[src/rtl/fifo_rr_scheduler_if.sv]
// rtl/fifo_rr_scheduler_if.sv - source FIFO and output stream bundle for fifo_rr_scheduler
//
// Groups every non-clock signal of the scheduler.
//   enable_i      : 0 stops new pops; the output register still drains
//   fifo_empty_i  : per-source FIFO empty flag
//   fifo_data_i   : per-source FIFO head word, source i at [i*DATA_WIDTH +: DATA_WIDTH]
//   fifo_pop_o    : per-source pop strobe, combinational, at most one-hot
//   out_data_o    : registered output word
//   out_src_o     : source index of out_data_o
//   out_valid_o   : output register holds a word
//   out_ready_i   : downstream accepts the word when out_valid_o & out_ready_i
// The master modport is the scheduler; the slave modport is the FIFOs plus the downstream link.
interface fifo_rr_scheduler_if #(
  parameter int DATA_WIDTH = 4,
  parameter int N_PORTS    = 4
);
  localparam int SRC_W = $clog2(N_PORTS);

  logic                          enable_i;
  logic [N_PORTS-1:0]            fifo_empty_i;
  logic [N_PORTS*DATA_WIDTH-1:0] fifo_data_i;
  logic [N_PORTS-1:0]            fifo_pop_o;
  logic [DATA_WIDTH-1:0]         out_data_o;
  logic [SRC_W-1:0]              out_src_o;
  logic                          out_valid_o;
  logic                          out_ready_i;

  modport master (
    input  enable_i, fifo_empty_i, fifo_data_i, out_ready_i,
    output fifo_pop_o, out_data_o, out_src_o, out_valid_o
  );

  modport slave (
    output enable_i, fifo_empty_i, fifo_data_i, out_ready_i,
    input  fifo_pop_o, out_data_o, out_src_o, out_valid_o
  );
endinterface

[src/rtl/fifo_rr_scheduler.sv]
// rtl/fifo_rr_scheduler.sv - round-robin burst-limited drain of N source FIFOs into one stream
//
// Pops first-word-fall-through source FIFOs under round-robin arbitration, holding a grant for
// up to MAX_BURST consecutive words, and presents the popped word in a one-entry output register.
//   clk_i  : clock, rising edge
//   rstn_i : asynchronous active-low reset
//   bus    : fifo_rr_scheduler_if.master (FIFO pop/empty/data, output valid/ready stream, enable)
module fifo_rr_scheduler #(
  parameter int DATA_WIDTH = 4,
  parameter int N_PORTS    = 4,
  parameter int MAX_BURST  = 2
) (
  input  logic                 clk_i,
  input  logic                 rstn_i,
  fifo_rr_scheduler_if.master  bus
);

  localparam int SRC_W  = $clog2(N_PORTS);
  localparam int BCNT_W = $clog2(MAX_BURST + 1);

  typedef enum logic {IDLE, SERVE} state_t;

  state_t            state_q, state_d;
  logic [SRC_W-1:0]  rr_ptr_q, rr_ptr_d;
  logic [SRC_W-1:0]  cur_src_q, cur_src_d;
  logic [BCNT_W-1:0] burst_cnt_q, burst_cnt_d;

  logic              load_en;
  logic [SRC_W-1:0]  search_start;
  logic [SRC_W-1:0]  search_idx;
  logic              found;
  logic [SRC_W-1:0]  winner;
  logic              pop_en;
  logic [SRC_W-1:0]  pop_idx;
  logic [N_PORTS-1:0] pop_vec;

  // Explicit compare so non-power-of-two N_PORTS wraps to 0 instead of overflowing into unused codes.
  function automatic logic [SRC_W-1:0] wrap_inc(input logic [SRC_W-1:0] v);
    if (v == SRC_W'(N_PORTS - 1)) begin
      return '0;
    end
    return v + SRC_W'(1);
  endfunction

  // A new word may enter the output register only if it is empty or being drained this cycle.
  assign load_en = bus.enable_i & (~bus.out_valid_o | bus.out_ready_i);

  // In SERVE the search is only consumed when cur_src has run dry, so it starts one past cur_src.
  always_comb begin
    search_start = (state_q == SERVE) ? wrap_inc(cur_src_q) : rr_ptr_q;
    found        = 1'b0;
    winner       = '0;
    search_idx   = search_start;
    for (int i = 0; i < N_PORTS; i++) begin
      if (!found && !bus.fifo_empty_i[search_idx]) begin
        found  = 1'b1;
        winner = search_idx;
      end
      search_idx = wrap_inc(search_idx);
    end
  end

  always_comb begin
    state_d     = state_q;
    rr_ptr_d    = rr_ptr_q;
    cur_src_d   = cur_src_q;
    burst_cnt_d = burst_cnt_q;
    pop_en      = 1'b0;
    pop_idx     = cur_src_q;

    case (state_q)
      IDLE: begin
        if (load_en && found) begin
          pop_en      = 1'b1;
          pop_idx     = winner;
          cur_src_d   = winner;
          burst_cnt_d = BCNT_W'(1);
          if (MAX_BURST == 1) begin
            rr_ptr_d = wrap_inc(winner);
          end else begin
            state_d = SERVE;
          end
        end
      end

      SERVE: begin
        // With load_en low the lock is simply held, so back-pressure never costs the grant.
        if (load_en) begin
          if (!bus.fifo_empty_i[cur_src_q]) begin
            pop_en      = 1'b1;
            pop_idx     = cur_src_q;
            burst_cnt_d = burst_cnt_q + BCNT_W'(1);
            if (burst_cnt_q + BCNT_W'(1) == BCNT_W'(MAX_BURST)) begin
              rr_ptr_d = wrap_inc(cur_src_q);
              state_d  = IDLE;
            end
          end else begin
            // Early end: re-arbitrate in the same cycle so the grant change costs no bubble.
            rr_ptr_d = wrap_inc(cur_src_q);
            if (found) begin
              pop_en      = 1'b1;
              pop_idx     = winner;
              cur_src_d   = winner;
              burst_cnt_d = BCNT_W'(1);
              if (MAX_BURST == 1) begin
                rr_ptr_d = wrap_inc(winner);
                state_d  = IDLE;
              end
            end else begin
              state_d = IDLE;
            end
          end
        end
      end

      default: state_d = IDLE;
    endcase
  end

  always_comb begin
    pop_vec = '0;
    if (rstn_i && pop_en) begin
      pop_vec[pop_idx] = 1'b1;
    end
  end

  assign bus.fifo_pop_o = pop_vec;

  always_ff @(posedge clk_i or negedge rstn_i) begin
    if (!rstn_i) begin
      state_q     <= IDLE;
      rr_ptr_q    <= '0;
      cur_src_q   <= '0;
      burst_cnt_q <= '0;
    end else begin
      state_q     <= state_d;
      rr_ptr_q    <= rr_ptr_d;
      cur_src_q   <= cur_src_d;
      burst_cnt_q <= burst_cnt_d;
    end
  end

  // Output register: loads on a pop, otherwise empties once the downstream takes the word
  // (also with enable_i low, so a held word always drains).
  always_ff @(posedge clk_i or negedge rstn_i) begin
    if (!rstn_i) begin
      bus.out_valid_o <= 1'b0;
      bus.out_data_o  <= '0;
      bus.out_src_o   <= '0;
    end else if (pop_en) begin
      bus.out_valid_o <= 1'b1;
      bus.out_data_o  <= bus.fifo_data_i[int'(pop_idx)*DATA_WIDTH +: DATA_WIDTH];
      bus.out_src_o   <= pop_idx;
    end else if (bus.out_ready_i) begin
      bus.out_valid_o <= 1'b0;
    end
  end

endmodule

[src/flat_wrapper.sv]
// flat-port wrapper written by rule: the top's interface ports become plain ports
module fifo_rr_scheduler_flat 
#(
  parameter int DATA_WIDTH = 4,
  parameter int N_PORTS    = 4,
  parameter int MAX_BURST  = 2
)
  (clk_i, rstn_i, bus_enable_i, bus_fifo_empty_i, bus_fifo_data_i, bus_out_ready_i, bus_fifo_pop_o, bus_out_data_o, bus_out_src_o, bus_out_valid_o);
  fifo_rr_scheduler_if #(.DATA_WIDTH(DATA_WIDTH), .N_PORTS(N_PORTS)) bus_i ();
  input  logic clk_i;
  input  logic rstn_i;
  input wire logic [$bits(bus_i.enable_i)-1:0] bus_enable_i;
  input wire logic [$bits(bus_i.fifo_empty_i)-1:0] bus_fifo_empty_i;
  input wire logic [$bits(bus_i.fifo_data_i)-1:0] bus_fifo_data_i;
  input wire logic [$bits(bus_i.out_ready_i)-1:0] bus_out_ready_i;
  output wire logic [$bits(bus_i.fifo_pop_o)-1:0] bus_fifo_pop_o;
  output wire logic [$bits(bus_i.out_data_o)-1:0] bus_out_data_o;
  output wire logic [$bits(bus_i.out_src_o)-1:0] bus_out_src_o;
  output wire logic [$bits(bus_i.out_valid_o)-1:0] bus_out_valid_o;
  assign bus_i.enable_i = bus_enable_i;
  assign bus_i.fifo_empty_i = bus_fifo_empty_i;
  assign bus_i.fifo_data_i = bus_fifo_data_i;
  assign bus_i.out_ready_i = bus_out_ready_i;
  assign bus_fifo_pop_o = bus_i.fifo_pop_o;
  assign bus_out_data_o = bus_i.out_data_o;
  assign bus_out_src_o = bus_i.out_src_o;
  assign bus_out_valid_o = bus_i.out_valid_o;
  fifo_rr_scheduler #(.DATA_WIDTH(DATA_WIDTH), .N_PORTS(N_PORTS), .MAX_BURST(MAX_BURST)) u_core (.clk_i(clk_i), .rstn_i(rstn_i), .bus(bus_i));
endmodule
[config.mk]
export PLATFORM = sky130hd
export DESIGN_NAME = fifo_rr_scheduler_flat
export DESIGN_NICKNAME = d
export VERILOG_FILES = /design/src/rtl/fifo_rr_scheduler_if.sv /design/src/rtl/fifo_rr_scheduler.sv /design/src/flat_wrapper.sv
export SDC_FILE = /design/constraint.sdc
export NUM_CORES = 1
export LEC_CHECK = 0
export BUFFER_PORTS_ARGS = -buffer_cell sky130_fd_sc_hd__buf_2
export CORE_ASPECT_RATIO = 1.2
export CORE_UTILIZATION = 50
export DETAILED_ROUTE_END_ITERATION = 8
export GPL_ROUTABILITY_DRIVEN = 0
export PLACE_DENSITY = 0.86
export SYNTH_ARGS = -nofsm -noshare
export SYNTH_HDL_FRONTEND = slang
export SYNTH_SLANG_ARGS = --single-unit
[constraint.sdc]
create_clock -name clk_i -period 4.11 [get_ports clk_i]
set_input_delay 0.411 -clock clk_i [delete_from_list [all_inputs] [get_ports clk_i]]
set_output_delay 0.411 -clock clk_i [all_outputs]
set_load 0.02 [all_outputs]
* Word-level counts from Yosys, hierarchy flattened
Cells that the tools add are included.
** Cells by class
- Add/subtract/negate cells :: 5
- Order comparisons :: 7
- Eq/ne operators :: 8
- Shifts and indexed selects :: 1
- Muxes and demuxes :: 66
- Bitwise operators :: 4
- Reduce and logical (&&, ||, !) cells :: 15
** Operators with widths (count)
- 2-bit two-way mux :: 25
- 1-bit two-way mux :: 30
- 2-bit by 3-bit < comparator with 1-bit output, second input constant :: 6
- 16-bit by 5-bit indexed part select with 4-bit output :: 1
- 2-bit by 1-bit adder with 2-bit output, second input constant :: 5
- 1-bit binary-select mux with 2-bit select :: 5
- 2-bit equality test, second input constant :: 5
- 2-bit case mux with 2 select lines :: 2
- 1-bit logical AND :: 6
- 3-bit AND reduction :: 2
- 1-bit logical NOT :: 5
- 4-bit two-way mux :: 1
- 1-bit case mux with 2 select lines :: 2
- 2-bit nonzero test :: 2
- 3-bit inequality test, second input constant :: 1
- 1-bit demux with 2-bit select :: 1
- 2-bit by 1-bit >= comparator with 1-bit output, second input constant :: 1
- 2-bit by 1-bit inequality test with 1-bit output, second input constant :: 1
- 2-bit inequality test, second input constant :: 1
- 1-bit inverter :: 2
- 1-bit bitwise AND :: 1
- 1-bit OR :: 1
** Word-level totals
- Register bits :: 14
- Bits of input ports :: 24
- Output and inout port bits :: 11
- Logic and storage cells :: 113

* Depth between registers and ports, before layout
Gate-level depths: netlist of run 1.
- Word-level depth :: 27
- Depth in mapped cells :: 8
- Depth with buffers taken out :: 7

* Worst setup path before layout of run 1
Ideal clock, no wire load.
- Path type :: register -> output
- From :: register u_core.cur_src_q[1]
- To :: output bus_fifo_pop_o[1]
- Arrival time :: 2391 ps
- Required time :: 3699 ps
- Slack :: 1308 ps
- Stages on the path, launching flop included :: 8
- Buffers on the path :: 1
- Path through :: dfrtp_1 -> ha_1 -> mux2i_2 -> nand2b_1 -> a21oi_2 -> o41ai_4 -> buf_6 -> nor3b_1
** On the way
- Cells in the longest elaborated chain, start to end :: 27
- Elaborated cells on any way between the ends :: 61
- Those cells by class :: 4 x add/sub; 2 x order compare; 4 x eq/ne; 40 x mux; 11 x reduce/logical
** RTL lines
- start: declaration :: RTL line fifo_rr_scheduler.sv:25 : logic [SRC_W-1:0] cur_src_q, cur_src_d;
- start signal: assignment :: RTL line fifo_rr_scheduler.sv:138 : cur_src_q <= cur_src_d;
- branches (longest 21 deep; another with 2-bit by 1-bit adder with 2-bit output)
- 2-bit case mux with 2 select lines (*) :: RTL line fifo_rr_scheduler.sv:71 : case (state_q)
- net u_core.cur_src_d[0] :: RTL line fifo_rr_scheduler.sv:25
- 2-bit by 3-bit < comparator with 1-bit output (implied by the code) or 2-bit by 1-bit >= comparator with 1-bit output (tied branches) :: RTL line fifo_rr_scheduler.sv:123 : pop_vec[pop_idx] = 1'b1;
- 1-bit logical AND (implied by the code) :: RTL line fifo_rr_scheduler.sv:123
- 1-bit two-way mux (implied by the code) :: RTL line fifo_rr_scheduler.sv:123
- 1-bit demux with 2-bit select (*)
- 4-bit two-way mux (*) :: RTL line fifo_rr_scheduler.sv:122 : if (rstn_i && pop_en) begin
- end: declaration :: RTL line flat_wrapper.sv:16 : output wire logic [$bits(bus_i.fifo_pop_o)-1:0] bus_fifo_pop_o;
Mark *: on every way through the listed nets, which the timed path passes. The select of a mux whose other input is x is not followed.

* Worst setup path after layout of run 1
- From :: register u_core.cur_src_q[0]
- To :: output bus_fifo_pop_o[3]
Same word-level chain as after synthesis.

==> metrics.md, run 1 <==
| Metric | Value |
|---|---|
| First-pass GRT wire length | `between 3 and 4 mm` |
| Worst path max stage delay | `between 0.6 and 0.7 ns` |
| Vias in the first global route | `806` |
| Reg area | `around 350 um2` |
| Worst skew pair latency | `0.28 ns` |
| Placed instance area | `1094 um2` |
| Hold crit path type | `in -> async` |
| Placed cell count | `approximately 150` |
| Post-synth net total | `122` |
| Via count | `879` |
| Total power | `between 700 and 800 uW` |
| FMAX | `312.3 MHz` |
| Run status | `finished clean` |
| Asr flop ratio synth | `100.0%` |
| Crit path launch type | `register` |
| FF-to-FF path depth | `7` |
| Worst EP required | `3.70 ns` |
| Post-Synthesis Cells | `96` |
| H-tree levels | `1` |
| Max Slew Vio Count | `0` |
| Reg-to-reg critical path endpoint | `u_core.bus.out_data_o[0]$_DFFE_PN0P_` |
| CP Class | `reg -> out` |
| Sequential element share of the synthesized area | `37.89%` |
| Initial Util | `a little over half` |
| # fillers | `144` |
| Final #Nets | `between 150 and 200` |
| Routed wire length | `a little under 2 mm` |
| Unrepaired setup endpoints after global routing | `false` |
| I/O pin count | `35` |
| Die footprint | `2026 um2` |
| Footprint of the multi-input gates | `around 520 um2` |
| TritonCTS Buffers | `3` |
| Yosys top cell area share | `between 30 and 40%` |
| Initial drt markers | `13` |
| Max Cap Viol | `0` |
| Post-Place Worst Slack | `1.311 ns` |
| # hold bufs at CTS | `0` |
| Period utilisation layout | `77.91%` |
| Family with the most delay on the worst path | `compound AO/OA/AOI/OAI gates` |
| Crit path cell chain | `ha_1 > mux2i_2 > a211o_1 > a21oi_1 > o31ai_1 > nand3_1 > nor2b_1 > buf_2` |
| Count of input and output buffers | `34` |
| # setup viols final | `0` |
| Setup Fix Bufs, Post-CTS | `0` |
| Worst path slowest cell | `o31ai_1` |
| 1st-pass router iterations | `4` |
| Synth cell types | `37` |
| Row cnt | `16` |
| Pin slew with the least headroom to its limit | `approximately 0.75 ns` |
| Ratio of cells with drive above 1 in the final layout | `34.35%` |
| Post-route DRC | `0` |
| Synth warn | `0` |
| Worst R2R Setup Slack | `roughly 1.5 ns` |
| Root buffer cell | `clkbuf_4` |
| CTS Sinks | `14` |
| Dpl hpwl | `between 1.5 and 2 mm` |
| Worst clock skew | `0.001457 ns` |
| Buf/Inv on CP | `1` |
| Final hold violations | `0` |
| Crit end category | `output pin` |
| Antenna fix cells | `0` |
| Clock-pin transition on the worst setup and hold timing paths | `0.09 ns` |
| Die width | `roughly 41 um` |
| CTS Buffer Depth | `2` |
| Leading area contributor after synthesis | `dfrtp_1` |
| CP max FO | `9` |
| Critical Path AT | `2.79 ns` |
| Most frequent cells after synthesis | `nand2_1, dfrtp_1, mux2i_1` |
| Setup TNS | `0 ns` |
| Max-Slew Margin vs Limit | `49.66%` |
| Reg2reg start | `u_core.cur_src_q[0]$_DFF_PN0_` |
| Netlist Area Pre-Place | `slightly above 900 um2` |
| Gr usage total | `21.10%` |
| Peak supply drop | `0.3547 mV` |
| Die height | `around 49 um` |
| Synth top area cells | `dfrtp_1, mux2i_1, nand2_1` |
| Syn avg cell area | `9.632 um2` |
| Number of synthesized flops with an enable pin | `0` |
| Vias/cell | `5.899` |
| Post-route cell area | `1130 um2` |
| Lkg Pwr | `0.5793 nW` |
| PwrDens | `663.3 nW/um2` |
| CTS tree | `yes` |
| Post-cts resize count | `0` |
| Post-route ant nets | `0` |
| Post-synth top flop | `dfrtp_1` |
| Initial antenna violation count | `0` |
| Largest net degree at the start of global routing | `17` |
| Most common cell in the netlist | `nand2_1` |
| Synth Register Bits | `14` |
| Area of the core | `approximately 1700 um2` |
| Final worst path period need | `3.202 ns` |
| GR Overflow Total | `0` |
| Final non-filler cell total | `149` |
| WL per Instance | `12.99 um` |
| Area Overhead vs Synth | `22.19%` |
| Final setup margin | `0.9078 ns` |
[routing by layer]
layer / part of all wire, % / vias up / GRT usage, %
met5: 0 / - / 0
met4: 0.67 / 0 / 4.839
li1: - / 423 / -
met1: 45 / 416 / 26.97
met3: 5.1 / 3 / 1.826
met2: 49 / 37 / 36.46
[cell families after synthesis]
logic type	synth area share [%]
multiplexers	14.88
AO/OA/AOI/OAI	19.89
flip-flops	37.89
adder cells (fa/ha/maj)	2.706
buffers and inverters	5.412
AND/OR/NAND/NOR	19.22
[how the worst max path moves through the flow]
stage	startpoint	to	slack [ns]	cells after the start
2_1_floorplan	u_core.cur_src_q[1]$_DFF_PN0_	bus_fifo_pop_o[1]	1.31	7
3_3_place_gp	u_core.cur_src_q[0]$_DFF_PN0_	bus_fifo_pop_o[3]	1.36	8
5_1_grt	u_core.cur_src_q[0]$_DFF_PN0_	bus_fifo_pop_o[3]	0.80	8
3_5_place_dp	u_core.cur_src_q[0]$_DFF_PN0_	bus_fifo_pop_o[3]	1.31	8
4_1_cts	u_core.cur_src_q[0]$_DFF_PN0_	bus_fifo_pop_o[3]	0.98	8
6_report	u_core.cur_src_q[0]$_DFF_PN0_	bus_fifo_pop_o[3]	0.91	8
[metrics by stage]
stage               utilization, %  hold slack [ns]
global placement             65.03           0.3299
global route                 67.19          0.03808
detailed placement           65.03           0.3336
CTS                          67.19          0.03453
floorplan                        -           0.1154
finish                       67.19          0.01930
[registers in the layout, summed over array words and instances, names as in the netlist]
| register | count |
|---|---|
| u_core.bus.out_src_o | 2 |
| u_core.bus.out_data_o | 4 |
| u_core.bus.out_valid_o | 1 |
| u_core.rr_ptr_q | 2 |
| u_core.state_q | 1 |
| u_core.burst_cnt_q | 2 |
| u_core.cur_src_q | 2 |
[cell type report]
| class | instances | share of cell area [%] |
|---|---|---|
| Multi-Input combinational cell | 73 | 46.40 |
| Sequential cell | 14 | 31.01 |
| Timing Repair Buffer | 35 | 15.73 |
| Clock buffer | 4 | 3.212 |
| Tap cell | 18 | 1.993 |
| Inverter | 5 | 1.661 |
[cells in the final DEF, fill, tap and decap left out, types with 2 or more instances in the layout]
cell type  count
o221ai_1       4
nand2_1       17
dfrtp_1       14
o31ai_1        2
clkbuf_4       3
buf_2         34
ha_1           2
nand2b_1       3
a21oi_1        2
inv_1          5
mux2i_1        9
nand3_1        5
nor2_1         4
o22ai_1        2
o21ai_1        2
[where the power goes]
group | internal [mW] | total, mW | switching, mW
Clock | 0.0539 | 0.100 | 0.0461
Combinational | 0.176 | 0.398 | 0.222
Sequential | 0.198 | 0.251 | 0.0534
(Power assumes the default switching activity.)
==> inputs of run 2 (changes only) <==
Settings changed: CORE_UTILIZATION 50 to 43, PLACE_DENSITY 0.86 to 0.79.
Clock period 4.11 ns to 2.9 ns, I/O delays scaled along.
==> run 2 against run 1 <==
  * Cell area grew 3.4%
  * First-iteration DRC count grew 23%
  * Sequential share of layout area shrank 0.92 points
  * Sequential power grew 43%
  * Critical path depth is the same
  * Sequential cell count is the same
  * Clock skew grew 0.0015 ns
  * Routed wire length grew 6.0%
  * Worst hold slack gained 0.29 ns
  * Via count shrank 0.68%
  * Critical endpoint unchanged
  * Largest cell class unchanged
==> metrics.md, run 2 (synthesis gave the netlist of run 1 again) <==
| Metric | Value |
|---|---|
| Peak supply drop | `0.4936 mV (+39%)` |
| Post-route ant nets | `0 (unchanged)` |
| Area Overhead vs Synth | `26.39%` |
| # setup viols final | `0 (unchanged)` |
| Die width | `44.33 um (+7.5%)` |
| Via count | `873 (-0.68%)` |
| Die footprint | `2340 um2 (+16%)` |
| Initial Util | `45.12% (-9.9 points)` |
| Vias in the first global route | `797 (-1.1%)` |
| Final setup margin | `0.2024 ns (-0.7054 ns)` |
| Run status | `finished clean` |
| Initial drt markers | `16 (+3)` |
| Unrepaired setup endpoints after global routing | `false` |
| Biggest register | `u_core.bus.out_data_o` |
| Placed instance area | `1109 um2 (+1.4%)` |
| H-tree levels | `1 (unchanged)` |
| 1st-pass router iterations | `4 (unchanged)` |
| Max Slew Vio Count | `0 (unchanged)` |
| Post-route DRC | `0 (unchanged)` |
| Ratio of cells with drive above 1 in the final layout | `36.09% (+1.7 points)` |
| Footprint of the multi-input gates | `529.3 um2 (+0.95%)` |
| Root buffer cell | `clkbuf_4` |
| Reg area | `351.6 um2 (+0.36%)` |
| GR Overflow Total | `0 (unchanged)` |
| CTS Sinks | `14 (unchanged)` |
| FMAX | `370.7 MHz` |
| Post-route cell area | `1169 um2 (+3.4%)` |
| Most frequent cells in the layout | `buf_2, nand2_1, dfrtp_1` |
| Final #Nets | `160 (+1.3%)` |
| Vias/cell | `5.356 (-9.2%)` |
| # fillers | `182 (+26%)` |
| Dpl hpwl | `1.596 mm (+5.9%)` |
| TritonCTS Buffers | `3 (unchanged)` |
| Worst clock skew | `0.002912 ns (+0.001455 ns)` |
| Max FFs per register | `4 (unchanged)` |
| Final non-filler cell total | `163 (+9.4%)` |
| Crit end category | `output pin` |
| Commonest non-fill, non-tap cell in the layout | `buf_2` |
| Lkg Pwr | `0.5893 nW (+1.7%)` |
| Area of the core | `2049 um2 (+22%)` |
| Row cnt | `18 (+2)` |
| Critical Path AT | `2.41 ns (-0.38 ns)` |
| Post-Place Worst Slack | `0.3329 ns (-0.9783 ns)` |
| Die height | `52.80 um (+7.5%)` |
| Routed wire length | `2.053 mm (+6.0%)` |
| WL per Instance | `12.60 um (-3.1%)` |
| First-pass GRT wire length | `3.498 mm (+12%)` |
| CTS Buffer Depth | `2 (unchanged)` |
| Metal-1 WL | `871 um (+0.69%)` |
| Initial antenna violation count | `0 (unchanged)` |
| Total power | `1.083 mW (+45%)` |
| Hold crit path type | `in -> reg` |
| Clock-pin transition on the worst setup and hold timing paths | `0.09 ns (about the same)` |
| CP Class | `reg -> out` |
| Max Used Layer | `met4` |
| Final hold violations | `0 (unchanged)` |
| Antenna fix cells | `0 (unchanged)` |
| Placed cell count | `157 (+8.3%)` |
| I/O pin count | `35 (unchanged)` |
| Count of input and output buffers | `34 (unchanged)` |
| Largest net degree at the start of global routing | `17 (unchanged)` |
| Met3 WL | `136 um (+39%)` |
| Period utilisation layout | `93.02%` |
| Pin slew with the least headroom to its limit | `0.5165 ns (-0.2322 ns)` |
| PwrDens | `927.0 nW/um2 (+40%)` |
| Met2 WL | `1.017 mm (+6.2%)` |
| CTS tree | `yes` |
| Worst EP required | `2.61 ns (-1.09 ns)` |
| Final worst path period need | `2.698 ns` |
| Setup TNS | `0 ns (unchanged)` |
| Worst skew pair latency | `0.28 ns (about the same)` |
| Max Cap Viol | `0 (unchanged)` |
| Max-Slew Margin vs Limit | `65.46% (+16 points)` |
| Crit path launch type | `register` |
| Gr usage total | `20.86% (-0.24 points)` |
| CP max FO | `9 (unchanged)` |
## run 2: cell count changes in the layout (fill, tap and decap cells not counted)
cell / change
buf_4: +1
o31ai_1: -1
dfrtp_1: -1
dlygate4sd3_1: +1
o31ai_2: +1
dfrtp_2: +1
## run 2: per-stage QoR
step,hold WS [ns],util (%)
final,0.3059,57.02
after global placement,0.2132,54.09
after global routing,0.3275,57.02
after detailed placement,0.2152,54.09
after CTS,0.3087,56.35
after floorplan,-0.005591,-
## run 2: report_power, final
part           leakage (nW)  switching [mW]  internal, mW
logic                 0.398           0.319         0.263
clock network        0.0210          0.0672        0.0765
registers             0.170          0.0762         0.282
total                 0.589           0.462         0.621
## run 2: layer usage
layer | vias to the layer above | GRT usage [%]
li1 | 426 | -
met1 | 405 | 24.57
met2 | 38 | 35.05
met3 | 4 | 3.448
met4 | 0 | 12.12
met5 | - | 0
## run 2: final cells by class
| type | instances | share of cell area (%) |
|---|---|---|
| inverters | 5 | 1.606 |
| repair buffers | 37 | 16.70 |
| well taps | 30 | 3.212 |
| flip-flops and latches | 14 | 30.09 |
| clock buffers | 4 | 3.105 |
| multi-input cells | 73 | 45.29 |
## run 2: worst paths after layout
check	to	start	slack, ns	cells past startpoint
min reg2reg	u_core.bus.out_src_o[0]$_DFFE_PN0P_	u_core.bus.out_src_o[0]$_DFFE_PN0P_	0.49	2
max reg2reg	u_core.bus.out_data_o[1]$_DFFE_PN0P_	u_core.cur_src_q[0]$_DFF_PN0_	0.33	8
min in group asynchronous	u_core.bus.out_data_o[1]$_DFFE_PN0P_	rstn_i	0.43	2
min	u_core.bus.out_data_o[2]$_DFFE_PN0P_	bus_fifo_data_i[14]	0.31	3
max	bus_fifo_pop_o[3]	u_core.cur_src_q[0]$_DFF_PN0_	0.20	8
max in group asynchronous	u_core.cur_src_q[0]$_DFF_PN0_	rstn_i	2.20	2
## run 2: worst max-delay path, stage by stage (launching register included)
cell and delay, ns:
dfrtp_2 0.48, ha_1 0.35, mux2i_2 0.26, a211o_1 0.14
a21oi_1 0.07, o31ai_2 0.36, nand3_1 0.16, nor2b_1 0.13
buf_2 0.17
## run 2: what timing repair did
item	in CTS	in global routing
hold buffers	1	0
gates resized for setup	0	2
buffers inserted	0	1
endpoints found under the setup margin	0	3
endpoints found under the hold margin	14	0
